## src/rtl/ex_muldiv_unit.sv

```systemverilog
// ex_muldiv_unit: iterative RV32M multiply/divide for the EX stage.
// Radix-2 shift-add multiply, radix-2 restoring divide, 32 cycles each.
module ex_muldiv_unit (
  input  logic        clk,
  input  logic        rst,
  input  logic        start,
  input  logic [2:0]  funct3,
  input  logic [31:0] op_a,
  input  logic [31:0] op_b,
  input  logic        hold,
  input  logic        kill,
  output logic        done,
  output logic        busy,
  output logic [31:0] result
);

  typedef enum logic [1:0] {
    IDLE,
    BUSY,
    DONE
  } state_t;

  state_t      state;
  state_t      state_nx;
  logic [5:0]  cnt;
  logic [2:0]  op;
  logic        sgn_a;
  logic        sgn_b;
  logic [31:0] mag_a;
  logic [31:0] mag_b;
  logic [63:0] acc;
  logic [63:0] acc_nx;
  logic [31:0] res_nx;

  logic        sa_in;
  logic        sb_in;
  logic [31:0] ma_in;
  logic [31:0] mb_in;
  logic        div_zero;
  logic        div_ovf;
  logic        fast;
  logic [31:0] fast_res;

  logic [32:0] msum;
  logic [32:0] dpart;
  logic [32:0] ddiff;
  logic [63:0] prod;
  logic [31:0] quo;
  logic [31:0] rmd;

  assign sa_in = op_a[31] & ((funct3 == 3'b001) | (funct3 == 3'b010) |
                             (funct3 == 3'b100) | (funct3 == 3'b110));
  assign sb_in = op_b[31] & ((funct3 == 3'b001) | (funct3 == 3'b100) |
                             (funct3 == 3'b110));
  assign ma_in = sa_in ? (32'd0 - op_a) : op_a;
  assign mb_in = sb_in ? (32'd0 - op_b) : op_b;

  assign div_zero = funct3[2] & (op_b == 32'd0);
  assign div_ovf  = funct3[2] & ~funct3[0] &
                    (op_a == 32'h8000_0000) & (op_b == 32'hFFFF_FFFF);
  assign fast     = div_zero | div_ovf;
  assign fast_res = div_zero ? (funct3[1] ? op_a : 32'hFFFF_FFFF)
                             : (funct3[1] ? 32'd0 : 32'h8000_0000);

  assign busy = (state == BUSY);

  // State register
  always_ff @(posedge clk) begin
    if (rst) state <= IDLE;
    else     state <= state_nx;
  end

  // Next state and the stall-release flag
  always_comb begin
    state_nx = state;
    done     = 1'b0;
    unique case (state)
      IDLE: begin
        done = ~start;
        if (start) state_nx = fast ? DONE : BUSY;
      end
      BUSY: begin
        if (cnt == 6'd31) state_nx = DONE;
      end
      DONE: begin
        done = 1'b1;
        if (!hold) state_nx = IDLE;
      end
      default: state_nx = IDLE;
    endcase
    if (kill) state_nx = IDLE;
  end

  // One iteration step: shift-add for multiply, restoring step for divide
  always_comb begin
    msum  = {1'b0, acc[63:32]} + (acc[0] ? {1'b0, mag_a} : 33'd0);
    dpart = {acc[63:32], acc[31]};
    ddiff = dpart - {1'b0, mag_b};
    if (op[2]) begin
      if (ddiff[32]) acc_nx = {dpart[31:0], acc[30:0], 1'b0};
      else           acc_nx = {ddiff[31:0], acc[30:0], 1'b1};
    end else begin
      acc_nx = {msum, acc[31:1]};
    end
  end

  // Sign fix and result selection for the final iteration
  always_comb begin
    prod = (sgn_a ^ sgn_b) ? (64'd0 - acc_nx) : acc_nx;
    quo  = (sgn_a ^ sgn_b) ? (32'd0 - acc_nx[31:0]) : acc_nx[31:0];
    rmd  = sgn_a ? (32'd0 - acc_nx[63:32]) : acc_nx[63:32];
    case (op)
      3'b000:         res_nx = prod[31:0];
      3'b100, 3'b101: res_nx = quo;
      3'b110, 3'b111: res_nx = rmd;
      default:        res_nx = prod[63:32];
    endcase
  end

  // Operand capture, iteration and result register
  always_ff @(posedge clk) begin
    if (rst) begin
      cnt    <= 6'd0;
      op     <= 3'd0;
      sgn_a  <= 1'b0;
      sgn_b  <= 1'b0;
      mag_a  <= 32'd0;
      mag_b  <= 32'd0;
      acc    <= 64'd0;
      result <= 32'd0;
    end else if (kill) begin
      cnt <= 6'd0;
    end else begin
      case (state)
        IDLE: begin
          if (start) begin
            op    <= funct3;
            sgn_a <= sa_in;
            sgn_b <= sb_in;
            mag_a <= ma_in;
            mag_b <= mb_in;
            acc   <= funct3[2] ? {32'd0, ma_in} : {32'd0, mb_in};
            cnt   <= 6'd0;
            if (fast) result <= fast_res;
          end
        end
        BUSY: begin
          acc <= acc_nx;
          cnt <= cnt + 6'd1;
          if (cnt == 6'd31) result <= res_nx;
        end
        default: ;
      endcase
    end
  end

endmodule

```

## config.mk

```make
export PLATFORM = sky130hd
export DESIGN_NAME = ex_muldiv_unit
export DESIGN_NICKNAME = d
export VERILOG_FILES = /design/src/rtl/ex_muldiv_unit.sv
export SDC_FILE = /design/constraint.sdc
export NUM_CORES = 1
export LEC_CHECK = 0
export ABC_AREA = 0
export CAP_MARGIN = 20
export CORE_MARGIN = 2
export CORE_UTILIZATION = 60
export DETAILED_ROUTE_END_ITERATION = 7
export PLACE_DENSITY = 0.81
export SKIP_LAST_GASP = 1
export SLEW_MARGIN = 20
export SYNTH_ARGS = -nofsm -noshare
export SYNTH_HDL_FRONTEND = slang
export SYNTH_SLANG_ARGS = --single-unit
```

## constraint.sdc

```tcl
create_clock -name clk -period 15.2 [get_ports clk]
set_clock_uncertainty 0.1 [all_clocks]
set_input_delay 3.04 -clock clk [delete_from_list [all_inputs] [get_ports clk]]
set_output_delay 3.04 -clock clk [all_outputs]
set_load 0.01 [all_outputs]
```

* Yosys cells after proc, flatten, opt, wreduce, memory -nomap -nowiden *
Index checks and enable logic that the tools add are counted.

word-level totals
  flip-flop bits (word level) = 173
  bits in latches = 0
  memory bits (writable) = 0
  memory bits (read-only) = 0
  input port bits = 72
  output and inout bits = 34
  word-level logic and storage cells = 89
  memories kept = 0

cells by class
  $add $sub $neg = 8
  multipliers = 0
  divide/modulo/power cells = 0
  $lt $le $gt $ge = 0
  equality and inequality tests = 17
  shift operators = 0
  mux-type cells = 27
  bitwise gates (word level) = 16
  reductions and logical operators = 12

operators with widths
  cell                   number
  $mux 32                12
  $mux 64                4
  $pmux 64 s2            1
  $sub 1x32->32 const A  4
  $pmux 32 s3            1
  $eq 32x32->1 const B   2
  $pmux 32 s2            1
  $sub 1x64->64 const A  1
  $add 32x32->33         1
  $sub 33x32->33         1
  $logic_not 32->1       1
  $eq 3x3->1 const B     6
  $pmux 6 s2             1
  $reduce_and 3->1       3
  $mux 2                 4
  $add 6x1->6 const B    1
  $and 1x1->1            6
  $eq 6x5->1 const B     1
  $mux 6                 1
  $ne 2x2->1 const B     3
  $or 1x1->1             6
  $pmux 2 s3             1
  $reduce_or 2->1        3
  $reduce_and 5->1       1
  12 further kinds       14

* Logic depth before layout (Yosys ltp) *
Gate-level depths: netlist of the first run.

  depth after elaboration = 9
  gate-level depth with buffers = 24
  mapped depth without buffers = 21

* Worst setup path before layout of the first run *
Ideal clock, no wire load.

  path kind = input to output
  start point = input start
  end point = output done
  data arrival time = 3282 ps
  data required time = 12060 ps
  setup slack = 8778 ps
  cell stages on the path = 1
  cells stage by stage = a21oi_1

between the ends
  word-level cells in the longest chain between the ends = 2

ends and longest elaborated chain
  element          line  text
  start, declared  6     input logic start,
  $not 1->1        79    done = ~start;
  $pmux 1 s2       77    unique case (state)
  end, declared    12    output logic done,

No other way between the ends.

* Worst setup path after layout of the first run *
  start point = input op_b[4]
  end point = register result[17]

between the ends
  word-level cells in the longest chain between the ends = 6
  elaborated cells on any way between the ends = 11
  classes of those cells = eq/ne: 2; mux: 4; bitwise: 3; reduce/logical: 2

ends and longest elaborated chain
  element               line  text
  start, declared       9     input logic [31:0] op_b,
  $logic_not 32->1      58    assign div_zero = funct3[2] & (op_b == 32'd0);
  $and 1x1->1           58
  $mux 32               62    assign fast_res = div_zero ? (funct3[1] ? op_a : 32'hFFFF_FFFF)
  $mux 32               144   if (fast) result <= fast_res;
  $mux 32               136   if (start) begin
  $pmux 32 s2           134   case (state)
  end signal, assigned  144
  end signal, assigned  150   if (cnt == 6'd31) result <= res_nx;
  end, declared         14    output logic [31:0] result

Several ways; a longest one is shown, not always the timed one. The select of a mux whose other input is x is not followed.
A chain may end at the register's enable or synchronous reset.

==> results of run 1 <==
[registers in the layout, indices dropped and copies added, names as in the netlist]
register / count
acc: 64
mag_a: 32
mag_b: 32
result: 32
cnt: 6
op: 3
state: 2
sgn_a: 1
sgn_b: 1
[critical path, stage by stage]
cell and delay [ns]:
clkdlybuf4s50_1 0.52, nor4_1 0.48, nand3_1 0.21, or3_1 0.39, nor3_1 0.28, nand2_1 0.16, nor4b_2 0.22, buf_4 0.26
a31oi_1 0.08, o221ai_1 0.33, and2_2 0.19, buf_4 0.55, o311ai_0 0.28, o21ai_0 0.13, nor2_1 0.06, or3_1 0.39
[final cells by class]
cell class | instances | area [sq um] | share of cell area [%]
Tap cell | 341 | 426.7 | 2.353
Clock inverter | 14 | 165.2 | 0.9110
Sequential cell | 173 | 3467 | 19.12
Timing Repair Buffer | 129 | 1224 | 6.749
Clock buffer | 18 | 429.2 | 2.367
Inverter | 58 | 217.7 | 1.201
Multi-Input combinational cell | 1921 | 12200 | 67.29
[cells by family after synthesis]
kind of cell / synth area share [%]
multiplexers: 4.255
AND/OR/NAND/NOR: 24.64
flip-flops: 21.03
XOR/XNOR: 9.308
buffers and inverters: 5.098
adder cells (fa/ha/maj): 5.562
AO/OA/AOI/OAI: 30.10
[path summary, 6_finish.rpt]
check / from / endpoint / cells after the start
worst max-delay path: op_b[4] / result[17]$_SDFFE_PP0P_ / 16
worst min-delay path: mag_a[31]$_SDFFE_PP0P_ / mag_a[31]$_SDFFE_PP0P_ / 2
worst max register to register: acc[31]$_SDFFE_PP0P_ / result[4]$_SDFFE_PP0P_ / 21
worst min register to register: mag_a[31]$_SDFFE_PP0P_ / mag_a[31]$_SDFFE_PP0P_ / 2
[stage by stage]
step                      power (W)  hold WS [ns]
after floorplan           0.0007680        0.3317
after global placement    0.0009147        0.3439
after detailed placement  0.0009200        0.3461
after CTS                  0.001373        0.3561
after global routing       0.001437        0.3858
final                      0.001401        0.3559
[cells in the final DEF (no fill, tap or decap), drive strengths merged, types with 8 or more instances in the layout]
master and n:
mux2 16, nand3 50, and2 48, o21a 14, or3 20, a211o 9, nor4 29, o211ai 68
xnor2 88, nand3b 8, dfxtp 173, or2 14, clkdlybuf4s50 103, a311oi 15, a211oi 95, and3 14
xor2 87, nor2 315, a221oi 10, a21o 21, a31oi 26, mux2i 52, buf 26, inv 67
nand2b 24, o41ai 16, a22oi 33, a21oi 185, clkbuf 18, o21ai 152, nand4 32, nor3 68
ha 70, o31ai 20, or4 8, nand2 203, nor2b 16, a2111oi 9
[power by group]
part / internal, W / switching, W / total, W
Clock: 0.000235 / 0.000229 / 0.000464
Combinational: 0.000140 / 0.000306 / 0.000446
Sequential: 0.000473 / 0.0000189 / 0.000492
[layer usage]
metal	vias to the layer above	part of all wire, %	track usage [%]
met4	2	7.3	27.02
met1	8777	38	60.98
met3	307	13	12.80
li1	8447	-	-
met2	1357	42	69.55
met5	-	0.019	1.217
==> results.yml, run 1 <==
setup_path:
  path_max_fanout: 72
  rrSetupSlack_ns: 8.56
  required_ns: 15.44
  start_kind: "primary input"
  cp.arrival_ns: 7.65
  worst_setup_path_end_kind: "register"
  crit_type: "in2reg"
final_layout:
  num-fill-cells: 2442
  finish.utilization_pct: 67.27
  fin_area_sq_um: 18130
  fin_cells: 2654
  syn_to_final_growth_pct: 10.10
  layout.nets: 2444
  antennaDiodeCount: 0
  drive_above_1_share_pct: 5.231
clock_network:
  cts_tree: "done"
  clkLatencyLatePin_ns: 0.46
  holdBufCountCts: 0
  cts_max_path_buffers: 2
  clk_transition_reported_paths_ns: 0.08
  cts_sinks: 173
  cts_resized: 0
  root_buffer: "clkbuf_16"
  cts_buffers: 17
  cts_setup_buffers: 0
  h-tree-depth: 4
drt:
  drt_iter0_drc: 2944
  drc: 1
  antenna_left: 0
  drt-total-wl_microns: 69020
  first_pass_iters: 8
  wl_per_cell_microns: 26.01
  via_count: 18890
  vias_per_cell: 7.118
power:
  ir_drop_mv: 0.08461
  p_leak_nw: 6.712
  power.density_nw_per_um2: 77.29
logic_synthesis:
  yosysMostFrequentCell: "nor2_1"
  yosys.area.top_type: "dfxtp_1"
  synth.top_cell.area_share_pct: 21.03
  ys_top_cells_by_count: "nor2_1 (315), nand2_1 (203), a21oi_1 (182), dfxtp_1 (173), o21ai_0 (146)"
  netlist_instances: 2308
  ys_types: 90
  synthArstFlopShare_pct: 0
  seq_area_frac_synth_pct: 21.03
  synth_ff_type: "dfxtp_1"
  ys_top_cells_by_area: "dfxtp_1 (21%), nor2_1 (7.2%), a21oi_1 (5.5%), ha_1 (5.3%), xnor2_1 (4.7%)"
  synthesis.nets: 2452
  synth_area_per_cell_sq_um: 7.135
  synth-seq-cells: 173
  synth-edff-count: 0
  yosys_warnings: 0
  netlist_area_sq_um: 16470
global_route:
  grt_pass1_vias: 16670
  grt.overflow.total: 0
  antenna_found_initial: 1
  grt_usage_pct: 46.87
  grt_max_degree: 93
  grt_pass1_wl_microns: 102000
die:
  initial_core_util_pct: 61.10
  ios: 106
  die_area_sq_um: 28790
  rows: 60
  fp.dieH_microns: 169.7
  core_area_sq_um: 26950
  die_w_microns: 169.7
timing:
  rsz0062_at_grt: "false"
  setup_tns_ns: 0
  finalSetupViolCount: 0
  finalWorstSetupSlack_ns: 7.795
  worst_slew_pin_slew_ns: 1.141
  relSlewSlack_pct: 23.90
  hold_viol: 0
  finalCritPeriodShare_pct: 48.72
  drv_slew: 0
  timing.final.crit_period_ns: 7.405
  max_freq_mhz: 135.0
placed_design:
  dpl_cell_area_sq_um: 17530
  hpwl_microns: 52680
  post-place-ws_ns: 7.487
  gp_congestion: 1.065
  dpl.cell_count: 2622
  numPortBuffers: 105
worst_hold_path:
  hold_path.class: "reg2reg"
job:
  drv_cap: 0
outcome:
  violations: "design-rule violations"
  status: "finished, violations left"
(Power assumes the default switching activity.)
==> inputs of run 2 (changes only) <==
Clock period 15.2 ns to 7 ns, I/O delays scaled along.
==> run 2 against run 1 <==
  * The flow still finishes with violations (design-rule violations)
  * Combinational power rose by 120%
  * Largest cell class unchanged
  * Total power grew 110%
  * Clock power grew 110%
  * Routed wire length is 2.9% higher
  * Setup slack worse by 7.0 ns
  * Global-route usage grew 1.4 points
  * Flip-flop and latch count unchanged
  * First-iteration DRC count up 15%
  * Highest routed layer unchanged
  * Cell area grew 0.36%
  * Largest power group unchanged
==> results.yml, run 2 (synthesized netlist as in run 1, its figures left out) <==
clock_network:
  clk_transition_reported_paths_ns: 0.08
  cts_setup_buffers: 0
  h-tree-depth: 4
  cts_max_path_buffers: 2
  clkLatencyLatePin_ns: 0.47
  cts_sinks: 173
  cts_resized: 0
  holdBufCountCts: 0
  cts_tree: "done"
  cts_buffers: 17
  root_buffer: "clkbuf_16"
power:
  switching_share_pct: 39.91
  pwr-share-clk_pct: 32.0
  ir_drop_mv: 0.2299
  p_seq_share_pct: 35.5
  switching_power_w: 0.001201
  power.density_nw_per_um2: 165.4
  p_leak_nw: 6.756
  comb_power_share_pct: 32.5
  p_int_w: 0.001809
drt:
  drt_iter0_drc: 3380
  drc: 9
  drt-total-wl_microns: 71050
  wl_per_cell_microns: 26.66
  first_pass_iters: 8
  vias_per_cell: 7.254
  antenna_left: 0
  via_count: 19330
placed_design:
  hpwl_microns: 53830
  numPortBuffers: 105
  gp_congestion: 1.052
  dpl_cell_area_sq_um: 17610
  post-place-ws_ns: 0.7143
die:
  fp.dieH_microns: 169.7
  rows: 60
  initial_core_util_pct: 61.10
  die_area_sq_um: 28790
  ios: 106
  core_area_sq_um: 26950
  die_w_microns: 169.7
global_route:
  grt_max_degree: 89
  grt_pass1_wl_microns: 105200
  grt.overflow.total: 0
  grt_pass1_vias: 17380
  antenna_found_initial: 2
  grt_usage_pct: 48.24
final_layout:
  layout.nets: 2455
  largest_reg_flops: 64
  antennaDiodeCount: 0
  layout_common_cells: "nor2_1 (314), nand2_1 (202), a21oi_1 (181)"
  regMostFlops: "acc"
  layout_commonest_cell: "nor2_1"
  fin_area_sq_um: 18200
  syn_to_final_growth_pct: 10.49
  drive_above_1_share_pct: 5.680
  finish.utilization_pct: 67.51
worst_hold_path:
  holdCritStartpoint: "mag_b[0]$_SDFFE_PP0P_"
  hold_path.class: "reg2reg"
timing:
  timing.final.crit_period_ns: 6.242
  finalCritPeriodShare_pct: 89.17
  setup_tns_ns: 0
  rsz0062_at_grt: "false"
  drv_slew: 0
  max_freq_mhz: 160.2
  hold_viol: 0
  finalSetupViolCount: 0
  worst_slew_pin_slew_ns: 1.105
  finalWorstSetupSlack_ns: 0.7583
  hold_slack_ns: 0.3721
  relSlewSlack_pct: 25.37
setup_path:
  crit_end: "result[17]$_SDFFE_PP0P_"
  path_max_fanout: 22
  required_ns: 7.24
  crit_type: "in2reg"
  timing.rr.end: "result[16]$_SDFFE_PP0P_"
  worst_setup_path_end_kind: "register"
  r2r-start: "acc[31]$_SDFFE_PP0P_"
  cp.arrival_ns: 6.48
  reg2regPathDepth: 22
  start_kind: "primary input"
  rrSetupSlack_ns: 0.91
  crit_path_start: "op_a[0]"
outcome:
  violations: "design-rule violations"
  status: "finished, violations left"
job:
  drv_cap: 0
==> run 2: layer usage <==
metal | vias up | global-route usage (%) | wire length [microns]
li1 | 8457 | - | -
met1 | 8889 | 60.89 | 26020
met5 | - | 0 | 20
met3 | 407 | 13.88 | 9790
met2 | 1576 | 72.14 | 29740
met4 | 4 | 30.62 | 5478
==> run 2: cell type report <==
type                            count  area, sq um
Clock inverter                     13        126.4
Clock buffer                       19        432.9
Sequential cell                   173         3467
Multi-Input combinational cell   1921        12210
Timing Repair Buffer              140         1319
Fill cell                        2342         8756
Inverter                           58        217.7
Tap cell                          341        426.7
==> run 2: worst max-delay path, stage by stage <==
cell and delay, ns:
clkdlybuf4s50_1 0.63, inv_1 0.21, ha_1 0.23, nand3_1 0.14
or2_2 0.32, or3_1 0.38, or3_1 0.44, nor3_1 0.23
a31oi_1 0.15, o221ai_1 0.54, and2_2 0.59, o311ai_0 0.51
o21ai_0 0.20, nor2_1 0.06, or3_1 0.41
==> run 2: per-stage QoR <==
| step | power, W | instances |
|---|---|---|
| 3_5_place_dp | 0.002004 | 2632 |
| 5_1_grt | 0.003080 | 2665 |
| 3_3_place_gp | 0.001991 | 2632 |
| 4_1_cts | 0.002943 | 2664 |
| 2_1_floorplan | 0.001668 | 2308 |
| 6_report | 0.003010 | 2665 |
==> run 2: power by group through the flow <==
| stage | combinational [W] | sequential (W) | clock (W) |
|---|---|---|---|
| finish | 0.000978 | 0.00107 | 0.000962 |
| global route | 0.00102 | 0.00107 | 0.000989 |
| CTS | 0.000922 | 0.00107 | 0.000955 |
| detailed placement | 0.000916 | 0.00109 | 0 |
| floorplan | 0.000599 | 0.00107 | 0 |
| global placement | 0.000905 | 0.00109 | 0 |
==> run 2: worst min path at each step <==
| stage | to | cells after the start |
|---|---|---|
| 2_1_floorplan | mag_a[0]$_SDFFE_PP0P_ | 2 |
| 3_3_place_gp | mag_b[21]$_SDFFE_PP0P_ | 2 |
| 3_5_place_dp | mag_b[0]$_SDFFE_PP0P_ | 2 |
| 4_1_cts | mag_b[0]$_SDFFE_PP0P_ | 2 |
| 5_1_grt | mag_b[0]$_SDFFE_PP0P_ | 2 |
| 6_report | mag_b[0]$_SDFFE_PP0P_ | 2 |
